===== config.mk =====
export PLATFORM = sky130hd
export DESIGN_NAME = if_id_hazard_ctrl_flat
export DESIGN_NICKNAME = d
export VERILOG_FILES = /design/src/rtl/if_id_hazard_ctrl_pkg.sv /design/src/rtl/if_id_hazard_ctrl_if.sv /design/src/rtl/if_id_hazard_ctrl_lu.sv /design/src/rtl/if_id_hazard_ctrl.sv /design/src/flat_wrapper.sv
export SDC_FILE = /design/constraint.sdc
export NUM_CORES = 1
export LEC_CHECK = 0
export BUFFER_PORTS_ARGS = -buffer_cell sky130_fd_sc_hd__clkbuf_2
export CAP_MARGIN = 20
export CORE_ASPECT_RATIO = 0.5
export CORE_UTILIZATION = 48
export CTS_CLUSTER_SIZE = 20
export DETAILED_ROUTE_END_ITERATION = 8
export PLACE_DENSITY = 0.79
export SLEW_MARGIN = 20
export SYNTH_ARGS = -nofsm -noshare
export SYNTH_HDL_FRONTEND = slang
export SYNTH_SLANG_ARGS = --single-unit

===== constraint.sdc =====
create_clock -name clk -period 2.77 [get_ports clk]
set_input_delay 0.4155 -clock clk [delete_from_list [all_inputs] [get_ports clk]]
set_output_delay 0.4155 -clock clk [all_outputs]
set_load 0.05 [all_outputs]

===== src/rtl/if_id_hazard_ctrl_pkg.sv =====
// if_id_hazard_ctrl_pkg: shared opcodes, NOP word, ID mux select encodings and FSM states
// No ports; imported by the hazard controller, its interface users and the load-use detector.
package if_id_hazard_ctrl_pkg;
    localparam logic [5:0]  OP_BNE = 6'b000101;
    localparam logic [31:0] NOP    = 32'h0000_0000;
    typedef enum logic [1:0] {
        IRSRC_PASS = 2'b00,
        IRSRC_NOP  = 2'b01,
        IRSRC_BNE  = 2'b10
    } irsrc_e;
    typedef enum logic {
        RUN     = 1'b0,
        BR_WAIT = 1'b1
    } state_e;
    function automatic logic [5:0] opcode_of(input logic [31:0] instr);
        return instr[31:26];
    endfunction
    function automatic logic [4:0] rs_of(input logic [31:0] instr);
        return instr[25:21];
    endfunction
    function automatic logic [4:0] rt_of(input logic [31:0] instr);
        return instr[20:16];
    endfunction
endpackage


===== src/rtl/if_id_hazard_ctrl_if.sv =====
// if_id_hazard_ctrl_if: pipeline-side signal bundle of the IF/ID hazard controller
// Inputs to the controller: if_instr, if_valid, ex_mem_read, ex_rt, br_valid, br_taken.
// Outputs from the controller: id_instr, irsrc_rf, pc_write, ifid_write, stall_cnt, br_err.
// master = pipeline/stimulus side, slave = controller side.
interface if_id_hazard_ctrl_if #(parameter int STALL_CNT_W = 16);
    logic [31:0]            if_instr;
    logic                   if_valid;
    logic                   ex_mem_read;
    logic [4:0]             ex_rt;
    logic                   br_valid;
    logic                   br_taken;
    logic [31:0]            id_instr;
    logic [1:0]             irsrc_rf;
    logic                   pc_write;
    logic                   ifid_write;
    logic [STALL_CNT_W-1:0] stall_cnt;
    logic                   br_err;
    modport master (
        output if_instr, if_valid, ex_mem_read, ex_rt, br_valid, br_taken,
        input  id_instr, irsrc_rf, pc_write, ifid_write, stall_cnt, br_err
    );
    modport slave (
        input  if_instr, if_valid, ex_mem_read, ex_rt, br_valid, br_taken,
        output id_instr, irsrc_rf, pc_write, ifid_write, stall_cnt, br_err
    );
endinterface


===== src/rtl/if_id_hazard_ctrl_lu.sv =====
// load_use_detect: combinational load-use hazard detection against the instruction in ID
// ex_mem_read_i: EX holds a load; ex_rt_i: its destination; id_instr_i: IF/ID instruction; lu_o: hazard.
module load_use_detect
    import if_id_hazard_ctrl_pkg::*;
(
    input  logic        ex_mem_read_i,
    input  logic [4:0]  ex_rt_i,
    input  logic [31:0] id_instr_i,
    output logic        lu_o
);
    // Only rs/rt matter here; the remaining bits are deliberately ignored.
    logic unused_bits;
    assign unused_bits = ^{id_instr_i[31:26], id_instr_i[15:0]};
    // $zero never carries a real dependency, so a load to r0 cannot stall.
    assign lu_o = ex_mem_read_i && (ex_rt_i != 5'd0) &&
                  (ex_rt_i == rs_of(id_instr_i) || ex_rt_i == rt_of(id_instr_i));
endmodule


===== src/rtl/if_id_hazard_ctrl.sv =====
// if_id_hazard_ctrl: IF/ID register with load-use bubbles and BNE resolve-wait control
// clk, rst: clock and synchronous active-high reset.
// bus (slave): IF instruction/valid, EX load info, branch resolution in;
//              id_instr, irsrc_rf, pc_write, ifid_write, stall_cnt, br_err out.
module if_id_hazard_ctrl
    import if_id_hazard_ctrl_pkg::*;
#(
    parameter int BR_TIMEOUT  = 15,
    parameter int STALL_CNT_W = 16
) (
    input logic               clk,
    input logic               rst,
    if_id_hazard_ctrl_if.slave bus
);
    localparam int TW = (BR_TIMEOUT > 1) ? $clog2(BR_TIMEOUT) : 1;

    state_e                 state_q, state_d;
    logic [TW-1:0]          tmo_q, tmo_d;
    logic [31:0]            id_q, id_d;
    logic [STALL_CNT_W-1:0] stall_q, stall_d;
    logic                   err_q, err_d;
    logic                   lu, flush, tmo_hit, pc_we, ifid_we;
    irsrc_e                 irsrc;

    load_use_detect u_lu (
        .ex_mem_read_i (bus.ex_mem_read),
        .ex_rt_i       (bus.ex_rt),
        .id_instr_i    (id_q),
        .lu_o          (lu)
    );

    assign tmo_hit = tmo_q == TW'(BR_TIMEOUT - 1);

    always_comb begin
        state_d = state_q;
        tmo_d   = tmo_q;
        err_d   = err_q;
        irsrc   = IRSRC_PASS;
        pc_we   = 1'b1;
        ifid_we = 1'b1;
        flush   = 1'b0;
        unique case (state_q)
            RUN: begin
                if (lu) begin
                    irsrc   = IRSRC_NOP;
                    pc_we   = 1'b0;
                    ifid_we = 1'b0;
                end else if (opcode_of(id_q) == OP_BNE) begin
                    irsrc   = IRSRC_BNE;
                    pc_we   = 1'b0;
                    ifid_we = 1'b0;
                    state_d = BR_WAIT;
                    tmo_d   = '0;
                end
            end
            BR_WAIT: begin
                irsrc = IRSRC_NOP;
                if (bus.br_valid) begin
                    state_d = RUN;
                    flush   = bus.br_taken;
                end else if (tmo_hit) begin
                    // Give up on the branch: record it and resume as if not taken.
                    state_d = RUN;
                    err_d   = 1'b1;
                end else begin
                    pc_we   = 1'b0;
                    ifid_we = 1'b0;
                    tmo_d   = tmo_q + 1'b1;
                end
            end
            default: state_d = RUN;
        endcase
        // While reset is held the control outputs already look like RUN with no hazard.
        if (rst) begin
            irsrc   = IRSRC_PASS;
            pc_we   = 1'b1;
            ifid_we = 1'b1;
            flush   = 1'b0;
        end
    end

    assign id_d    = flush ? NOP : ifid_we ? (bus.if_valid ? bus.if_instr : NOP) : id_q;
    assign stall_d = (!pc_we && stall_q != '1) ? stall_q + 1'b1 : stall_q;

    always_ff @(posedge clk) begin
        if (rst) begin
            state_q <= RUN;
            tmo_q   <= '0;
            id_q    <= NOP;
            stall_q <= '0;
            err_q   <= 1'b0;
        end else begin
            state_q <= state_d;
            tmo_q   <= tmo_d;
            id_q    <= id_d;
            stall_q <= stall_d;
            err_q   <= err_d;
        end
    end

    assign bus.id_instr   = id_q;
    assign bus.irsrc_rf   = irsrc;
    assign bus.pc_write   = pc_we;
    assign bus.ifid_write = ifid_we;
    assign bus.stall_cnt  = stall_q;
    assign bus.br_err     = err_q;
endmodule


===== src/flat_wrapper.sv =====
// flat-port wrapper written by rule: the top's interface ports become plain ports
module if_id_hazard_ctrl_flat import if_id_hazard_ctrl_pkg::*;
#(
    parameter int BR_TIMEOUT  = 15,
    parameter int STALL_CNT_W = 16
)
  (clk, rst, bus_if_instr, bus_if_valid, bus_ex_mem_read, bus_ex_rt, bus_br_valid, bus_br_taken, bus_id_instr, bus_irsrc_rf, bus_pc_write, bus_ifid_write, bus_stall_cnt, bus_br_err);
  if_id_hazard_ctrl_if #(.STALL_CNT_W(STALL_CNT_W)) bus_i ();
  input logic clk;
  input logic rst;
  input wire logic [$bits(bus_i.if_instr)-1:0] bus_if_instr;
  input wire logic [$bits(bus_i.if_valid)-1:0] bus_if_valid;
  input wire logic [$bits(bus_i.ex_mem_read)-1:0] bus_ex_mem_read;
  input wire logic [$bits(bus_i.ex_rt)-1:0] bus_ex_rt;
  input wire logic [$bits(bus_i.br_valid)-1:0] bus_br_valid;
  input wire logic [$bits(bus_i.br_taken)-1:0] bus_br_taken;
  output wire logic [$bits(bus_i.id_instr)-1:0] bus_id_instr;
  output wire logic [$bits(bus_i.irsrc_rf)-1:0] bus_irsrc_rf;
  output wire logic [$bits(bus_i.pc_write)-1:0] bus_pc_write;
  output wire logic [$bits(bus_i.ifid_write)-1:0] bus_ifid_write;
  output wire logic [$bits(bus_i.stall_cnt)-1:0] bus_stall_cnt;
  output wire logic [$bits(bus_i.br_err)-1:0] bus_br_err;
  assign bus_i.if_instr = bus_if_instr;
  assign bus_i.if_valid = bus_if_valid;
  assign bus_i.ex_mem_read = bus_ex_mem_read;
  assign bus_i.ex_rt = bus_ex_rt;
  assign bus_i.br_valid = bus_br_valid;
  assign bus_i.br_taken = bus_br_taken;
  assign bus_id_instr = bus_i.id_instr;
  assign bus_irsrc_rf = bus_i.irsrc_rf;
  assign bus_pc_write = bus_i.pc_write;
  assign bus_ifid_write = bus_i.ifid_write;
  assign bus_stall_cnt = bus_i.stall_cnt;
  assign bus_br_err = bus_i.br_err;
  if_id_hazard_ctrl #(.BR_TIMEOUT(BR_TIMEOUT), .STALL_CNT_W(STALL_CNT_W)) u_core (.clk(clk), .rst(rst), .bus(bus_i));
endmodule

==> results of run 1 <==
[path summary, 6_finish.rpt]
path                                            start                                    to  slack [ps]  cells after the start
hold reg to reg   u_core.bus.id_instr[8]$_SDFFE_PP0P_   u_core.bus.id_instr[8]$_SDFFE_PP0P_         460                      2
hold / removal                       bus_if_instr[18]  u_core.bus.id_instr[18]$_SDFFE_PP0P_         340                      3
setup reg to reg         u_core.tmo_q[0]$_SDFFE_PP0P_  u_core.bus.stall_cnt[3]$_SDFFE_PP0P_         290                      9
setup / recovery         u_core.tmo_q[0]$_SDFFE_PP0P_                          bus_pc_write         140                      7
[report_power, final]
| part | leakage (nW) | total [mW] | switching, mW | internal, mW |
|---|---|---|---|---|
| logic | 0.871 | 0.220 | 0.155 | 0.0653 |
| clock network | 0.0514 | 0.526 | 0.256 | 0.270 |
| registers | 0.440 | 0.813 | 0.0157 | 0.797 |
| total | 1.36 | 1.56 | 0.427 | 1.13 |
[state kept, by name (all words and copies together) (netlist names)]
signal / flops
u_core.bus.stall_cnt: 16
u_core.bus.br_err: 1
u_core.tmo_q: 4
u_core.state_q: 1
u_core.bus.id_instr: 32
[placed cells by master (no fill, tap or decap), types with 2 or more instances in the layout]
cell type	n
o21a_1	2
nor2b_1	2
xnor2_1	2
nor4_1	3
nand2_1	38
o311ai_1	7
and3_1	5
o31ai_1	3
dfxtp_1	54
inv_1	4
or4_1	7
ha_1	3
a21oi_1	40
mux2_1	2
clkbuf_2	95
o21ai_1	3
o41ai_2	3
buf_4	10
nand3b_1	2
nor2_1	15
and4_1	3
nand3_1	47
nor3_2	2
clkbuf_8	5
xor2_1	10
o41ai_1	2
[stage by stage]
stage | instance area [um2] | hold slack, ps | std cells
5_1_grt | 3130 | 344 | 457
3_3_place_gp | 3020 | 438 | 449
4_1_cts | 3130 | 337 | 457
3_5_place_dp | 3020 | 445 | 449
6_report | 3130 | 344 | 457
2_1_floorplan | 2480 | 474 | 296
[final cells by class]
type | instances | area, um2
clock buffers | 6 | 72.6
multi-input cells | 214 | 1280
clock inverters | 2 | 37.5
fillers | 459 | 1820
repair buffers | 105 | 551
flip-flops and latches | 54 | 1080
inverters | 6 | 25.0
well taps | 70 | 87.6
[kinds of logic after synthesis]
| logic type | after synthesis | synth area share, % |
|---|---|---|
| AO/OA/AOI/OAI | 67 | 18.5 |
| adder cells (fa/ha/maj) | 3 | 1.51 |
| AND/OR/NAND/NOR | 130 | 26.4 |
| flip-flops | 54 | 43.6 |
| buffers and inverters | 28 | 4.89 |
| XOR/XNOR | 12 | 4.24 |
| multiplexers | 2 | 0.908 |
[critical path, stage by stage, from the launching register on]
cell      delay, ps
dfxtp_1         400
inv_1            90
ha_1            190
and3_1          200
o21a_1          220
o41ai_4         370
inv_4           170
clkbuf_2        270
[routing by layer]
metal  vias to the layer above  wire, um
met5                         -         0
met4                         0        59
met3                         8       341
met2                        71      3250
met1                      1229      2840
li1                       1246         -
[what timing repair did]
item                                   CTS  global route
setup endpoints to repair                0             2
endpoints found under the hold margin    0             0
resized for setup                        0             2
==> results by group, run 1 <==
Worst setup path
  – Critical setup path kind: register to primary output
  – Setup crit start kind: register
  – Signal arrival time at the worst endpoint: 2210 ps
  – WP data required: 2350 ps
  – CP Capture Type: primary output
  – CP max FO: 21

Clocking
  – Clock tree buffer depth: 2
  – Worst-path clk slew: 100 ps
  – Worst skew pair latency: 310 ps
  – # Post-CTS Setup Buffers: 0
  – CTS buffer count: 5
  – H-tree depth: 2
  – CTS Hold Bufs: 0
  – CTS tree: built
  – # clock sinks: 54
  – Clk root buf: clkbuf_8

STA
  – Setup Viol. Count Final: 0
  – Tcrit/Tclk final: 94.8%
  – Setup_tns: 0 ps
  – Hold Fails Final Rpt: 0
  – Final Critical Period: 2630 ps
  – Unrepaired setup endpoints after global routing: no
  – Measured slew at the worst slew-check pin: 609 ps
  – Max-slew violation count: 0
  – Worst Skew: 13.0 ps
  – Worst Slack Setup Final: 144 ps
  – Slew margin rel.: 59.4%
  – Max Fclk: 381 MHz

Drt
  – Avg WL per Cell: 14.2 um
  – Routed Antenna Nets: 0
  – DR DRC count: 0
  – Initial DRT Pass Iterations: 4
  – First DRT Iteration DRCs: 103
  – Vias per cell: 5.59
  – Total wire length: 6490 um
  – Via count: 2,554

Yosys
  – Count leader, synth: dfxtp_1
  – Count of cell types in the netlist: 42
  – Post-synth EDFFs: 0
  – Syn Std Cell Area: 0.00248 mm2
  – Synth area leader: dfxtp_1
  – Post-synth ARST share: 0%
  – Mapped Cells: 296
  – YS warnings: 0
  – Flip-flop and latch count after synthesis: 54
  – Syn Area/Cell: 8.38 um2
  – Top-area cell type share of the netlist area: 43.6%
  – Commonest cells post-synth: 54 x dfxtp_1, 47 x nand3_1, 40 x a21oi_1, 38 x nand2_1, 15 x nor2_1
  – Mapped Nets: 342
  – Synth area leaders: dfxtp_1 44%, nand3_1 9.5%, a21oi_1 8.1%, nand2_1 5.7%, xor2_1 3.5%
  – Register area share after synthesis: 43.6%
  – Ys flop type: dfxtp_1

Power and ir drop
  – P_leak: 1.36 nW
  – Worst vdd ir: 0.000295 V
  – Total power: 1.56 mW
  – Cell Pwr Density: 498 mW/mm2

GRT
  – Met3 usage: 5.22%
  – First-pass GRT wire length: 10,600 um
  – Grt ovf: 0
  – GR Util met1: 29.0%
  – Initial antenna violation count: 0
  – Global route hottest layer: met2
  – Met2 Resource Use GR: 45.5%
  – Total Routing Usage GR: 24.5%
  – Vias in the first global route: 2,302
  – Largest net degree at the start of global routing: 35

Job
  – Max-Cap Viols: 0

Place
  – Pre-CTS setup slack: 255 ps
  – Detailed-placement wirelength estimate: 4540 um
  – Port buffer count: 95
  – Routability Congestion: 0.769

Final layout
  – Syn-to-layout area delta: 26.3%
  – Fraction of layout cells with a size suffix above 1: 31.3%
  – Diodes inserted: 0
  – Final core utilization: 63.2%
  – Fin nets: 432

Outcome
  – Status: finished clean

Floorplan
  – # rows: 18
  – Overall die height: 52.8 um
  – Die Width: 104 um
  – Initial Util: 50.1%
  – Core area: 0.00495 mm2
  – Die ar.: 0.00548 mm2
  – # IOs: 96

Worst hold path
  – Worst Hold Class: primary input to register
(Power assumes the default switching activity.)
==> run 2: changes to the inputs <==
--- a/config.mk
+++ b/config.mk
@@ -9,6 +9,7 @@
 export CAP_MARGIN = 20
 export CORE_ASPECT_RATIO = 0.5
 export CORE_UTILIZATION = 48
+export CTS_BUF_LIST = sky130_fd_sc_hd__clkbuf_4 sky130_fd_sc_hd__clkbuf_8 sky130_fd_sc_hd__clkbuf_16
 export CTS_CLUSTER_SIZE = 20
 export DETAILED_ROUTE_END_ITERATION = 8
 export PLACE_DENSITY = 0.79
==> results by group, run 2 (synthesized netlist as in run 1, its figures left out) <==
Clocking
  – Clock tree buffer depth: 2 (unchanged)
  – Worst skew pair latency: 320 ps (about the same)
  – H-tree depth: 2 (unchanged)
  – Worst-path clk slew: 100 ps (about the same)
  – # clock sinks: 54 (unchanged)
  – CTS tree: built
  – CTS buffer count: 5 (unchanged)
  – Clk root buf: clkbuf_8
  – # Post-CTS Setup Buffers: 0 (unchanged)

Drt
  – Initial DRT Pass Iterations: 5 (+1)
  – Vias per cell: 5.56 (-0.47%)
  – Via count: 2,542 (-0.47%)
  – DR DRC count: 0 (unchanged)
  – Avg WL per Cell: 14.2 um (-0.17%)
  – First DRT Iteration DRCs: 99 (-3.9%)
  – Total wire length: 6480 um (-0.17%)
  – Routed Antenna Nets: 0 (unchanged)

STA
  – Setup Viol. Count Final: 0 (unchanged)
  – Setup_tns: 0 ps (unchanged)
  – Measured slew at the worst slew-check pin: 609 ps (-0.211 ps)
  – Unrepaired setup endpoints after global routing: no
  – Tcrit/Tclk final: 94.9% (+0.10 points)
  – Max Fclk: 380 MHz (-0.11%)
  – Hold Fails Final Rpt: 0 (unchanged)
  – Final Critical Period: 2630 ps (+2.76 ps)
  – Slew margin rel.: 59.4% (about the same)
  – Worst Skew: 13.2 ps (+0.185 ps)
  – Max-slew violation count: 0 (unchanged)
  – Worst Hold Slack: 343 ps (-1.11 ps)

Final layout
  – Syn-to-layout area delta: 26.4%
  – Fin cells: 457 (unchanged)
  – Diodes inserted: 0 (unchanged)
  – Fraction of layout cells with a size suffix above 1: 31.5% (+0.26 points)
  – Max reg flops: 32 (unchanged)
  – Fin nets: 432 (unchanged)
  – Commonest non-fill, non-tap cell in the layout: clkbuf_2
  – Final core utilization: 63.3% (+0.076 points)
  – Fin area: 0.00314 mm2 (+0.12%)
  – Commonest cells after routing, fill and taps aside: 95 x clkbuf_2, 54 x dfxtp_1, 47 x nand3_1

GRT
  – Grt ovf: 0 (unchanged)
  – Initial antenna violation count: 0 (unchanged)
  – Vias in the first global route: 2,304 (+0.087%)
  – Largest net degree at the start of global routing: 35 (unchanged)
  – First-pass GRT wire length: 10,600 um (+0.26%)
  – Total Routing Usage GR: 24.5% (+0.028 points)

Power and ir drop
  – P_leak: 1.37 nW (+0.25%)
  – Flop pwr share: 51.8% (-0.3 points)
  – Internal power: 1.14 mW (+0.86%)
  – Switching part of the total: 27.2% (-0.17 points)
  – Combinational share of power: 14.0% (about the same)
  – Clock power share: 34.2% (+0.5 points)
  – Psw: 427 uW (about the same)
  – Cell Pwr Density: 500 mW/mm2 (+0.50%)
  – Worst vdd ir: 0.000295 V (-0.12%)

Place
  – Detailed-placement wirelength estimate: 4540 um (unchanged)
  – Placed Area: 0.00302 mm2 (unchanged)
  – DP Cell Count: 449 (unchanged)
  – Port buffer count: 95 (unchanged)
  – Routability Congestion: 0.769 (unchanged)

Worst setup path
  – Worst reg-to-reg path cell count: 9 (unchanged)
  – Setup crit start kind: register
  – Reg2reg start: u_core.tmo_q[0]$_SDFFE_PP0P_
  – Terminus of the critical flop-to-flop path: u_core.bus.stall_cnt[3]$_SDFFE_PP0P_
  – CP peak stage delay: 400 ps (about the same)
  – Crit-path slowest cell: dfxtp_1
  – WP data required: 2350 ps (about the same)
  – CP delay by family, top: compound AO/OA/AOI/OAI gates
  – Worst-path cell chain: inv_1 > ha_1 > and3_1 > o21a_1 > o41ai_4 > inv_4 > clkbuf_2
  – Reg-to-reg slack, setup: 290 ps (about the same)
  – CP Capture Type: primary output
  – Critical setup path kind: register to primary output
  – CP max FO: 21 (unchanged)
  – Signal arrival time at the worst endpoint: 2210 ps (about the same)
  – Crit path buf inv count: 3 (unchanged)

Floorplan
  – Overall die height: 52.8 um (unchanged)
  – Die Width: 104 um (unchanged)
  – Initial Util: 50.1% (unchanged)
  – Core area: 0.00495 mm2 (unchanged)
  – # rows: 18 (unchanged)
  – # IOs: 96 (unchanged)
  – Die ar.: 0.00548 mm2 (unchanged)

Job
  – Max-Cap Viols: 0 (unchanged)

Worst hold path
  – Hold Path Stages: 3 (unchanged)
  – Worst Hold Class: primary input to register
  – Hold EP: u_core.bus.id_instr[13]$_SDFFE_PP0P_
  – Hold Startpoint: bus_if_instr[13]

Outcome
  – Status: finished clean
[run 2: cell counts in the layout (fill, tap and decap cells not counted)]
No cell type changed its count.
[run 2: worst max path at each step]
stage                                         startpoint             end  cells past startpoint
floorplan           u_core.bus.id_instr[23]$_SDFFE_PP0P_    bus_pc_write                      8
global placement                            bus_ex_rt[1]  bus_ifid_write                      6
detailed placement                          bus_ex_rt[1]  bus_ifid_write                      6
CTS                         u_core.tmo_q[0]$_SDFFE_PP0P_    bus_pc_write                      7
global route                u_core.tmo_q[0]$_SDFFE_PP0P_  bus_ifid_write                      7
finish                      u_core.tmo_q[0]$_SDFFE_PP0P_  bus_ifid_write                      7
[run 2: repair_timing]
item                                    4_1_cts  5_1_grt
hold buffers                                  0        0
resized for setup                             0        2
endpoints found under the setup margin        0        2
[run 2: stage by stage]
stage | total power, mW | setup slack, ps
2_1_floorplan | 0.977 | 26.2
3_3_place_gp | 1.04 | 292
3_5_place_dp | 1.05 | 255
4_1_cts | 1.59 | 117
5_1_grt | 1.64 | 1.34
6_report | 1.57 | 141
[run 2: routing by layer]
metal | routed length, um | vias to the layer above | global-route usage (%) | part of all wire, %
met4 | 59 | 0 | 8.33 | 0.91
met3 | 297 | 8 | 5.22 | 4.6
li1 | - | 1249 | - | -
met1 | 2860 | 1225 | 29.1 | 44
met5 | 0 | - | 0 | 0
met2 | 3270 | 60 | 45.4 | 50
[run 2: power by group through the flow]
stage / combinational, mW / clock (mW) / sequential [mW]
finish: 0.220 / 0.536 / 0.813
global route: 0.236 / 0.585 / 0.816
CTS: 0.220 / 0.552 / 0.813
detailed placement: 0.220 / 0 / 0.831
global placement: 0.213 / 0 / 0.830
floorplan: 0.0740 / 0 / 0.903
[run 2: cell type report]
class | instances | area (um2)
Clock buffer | 6 | 76.3
Sequential cell | 54 | 1080
Tap cell | 70 | 87.6
Fill cell | 460 | 1820
Inverter | 6 | 25.0
Clock inverter | 2 | 37.5
Timing Repair Buffer | 105 | 551
Multi-Input combinational cell | 214 | 1280
[run 2: tightest hold or removal path, delay by kind of cell]
family | cells | cell delay [ps]
buf+inv | 1 | 80
compound gates | 1 | 60
simple gates | 1 | 70
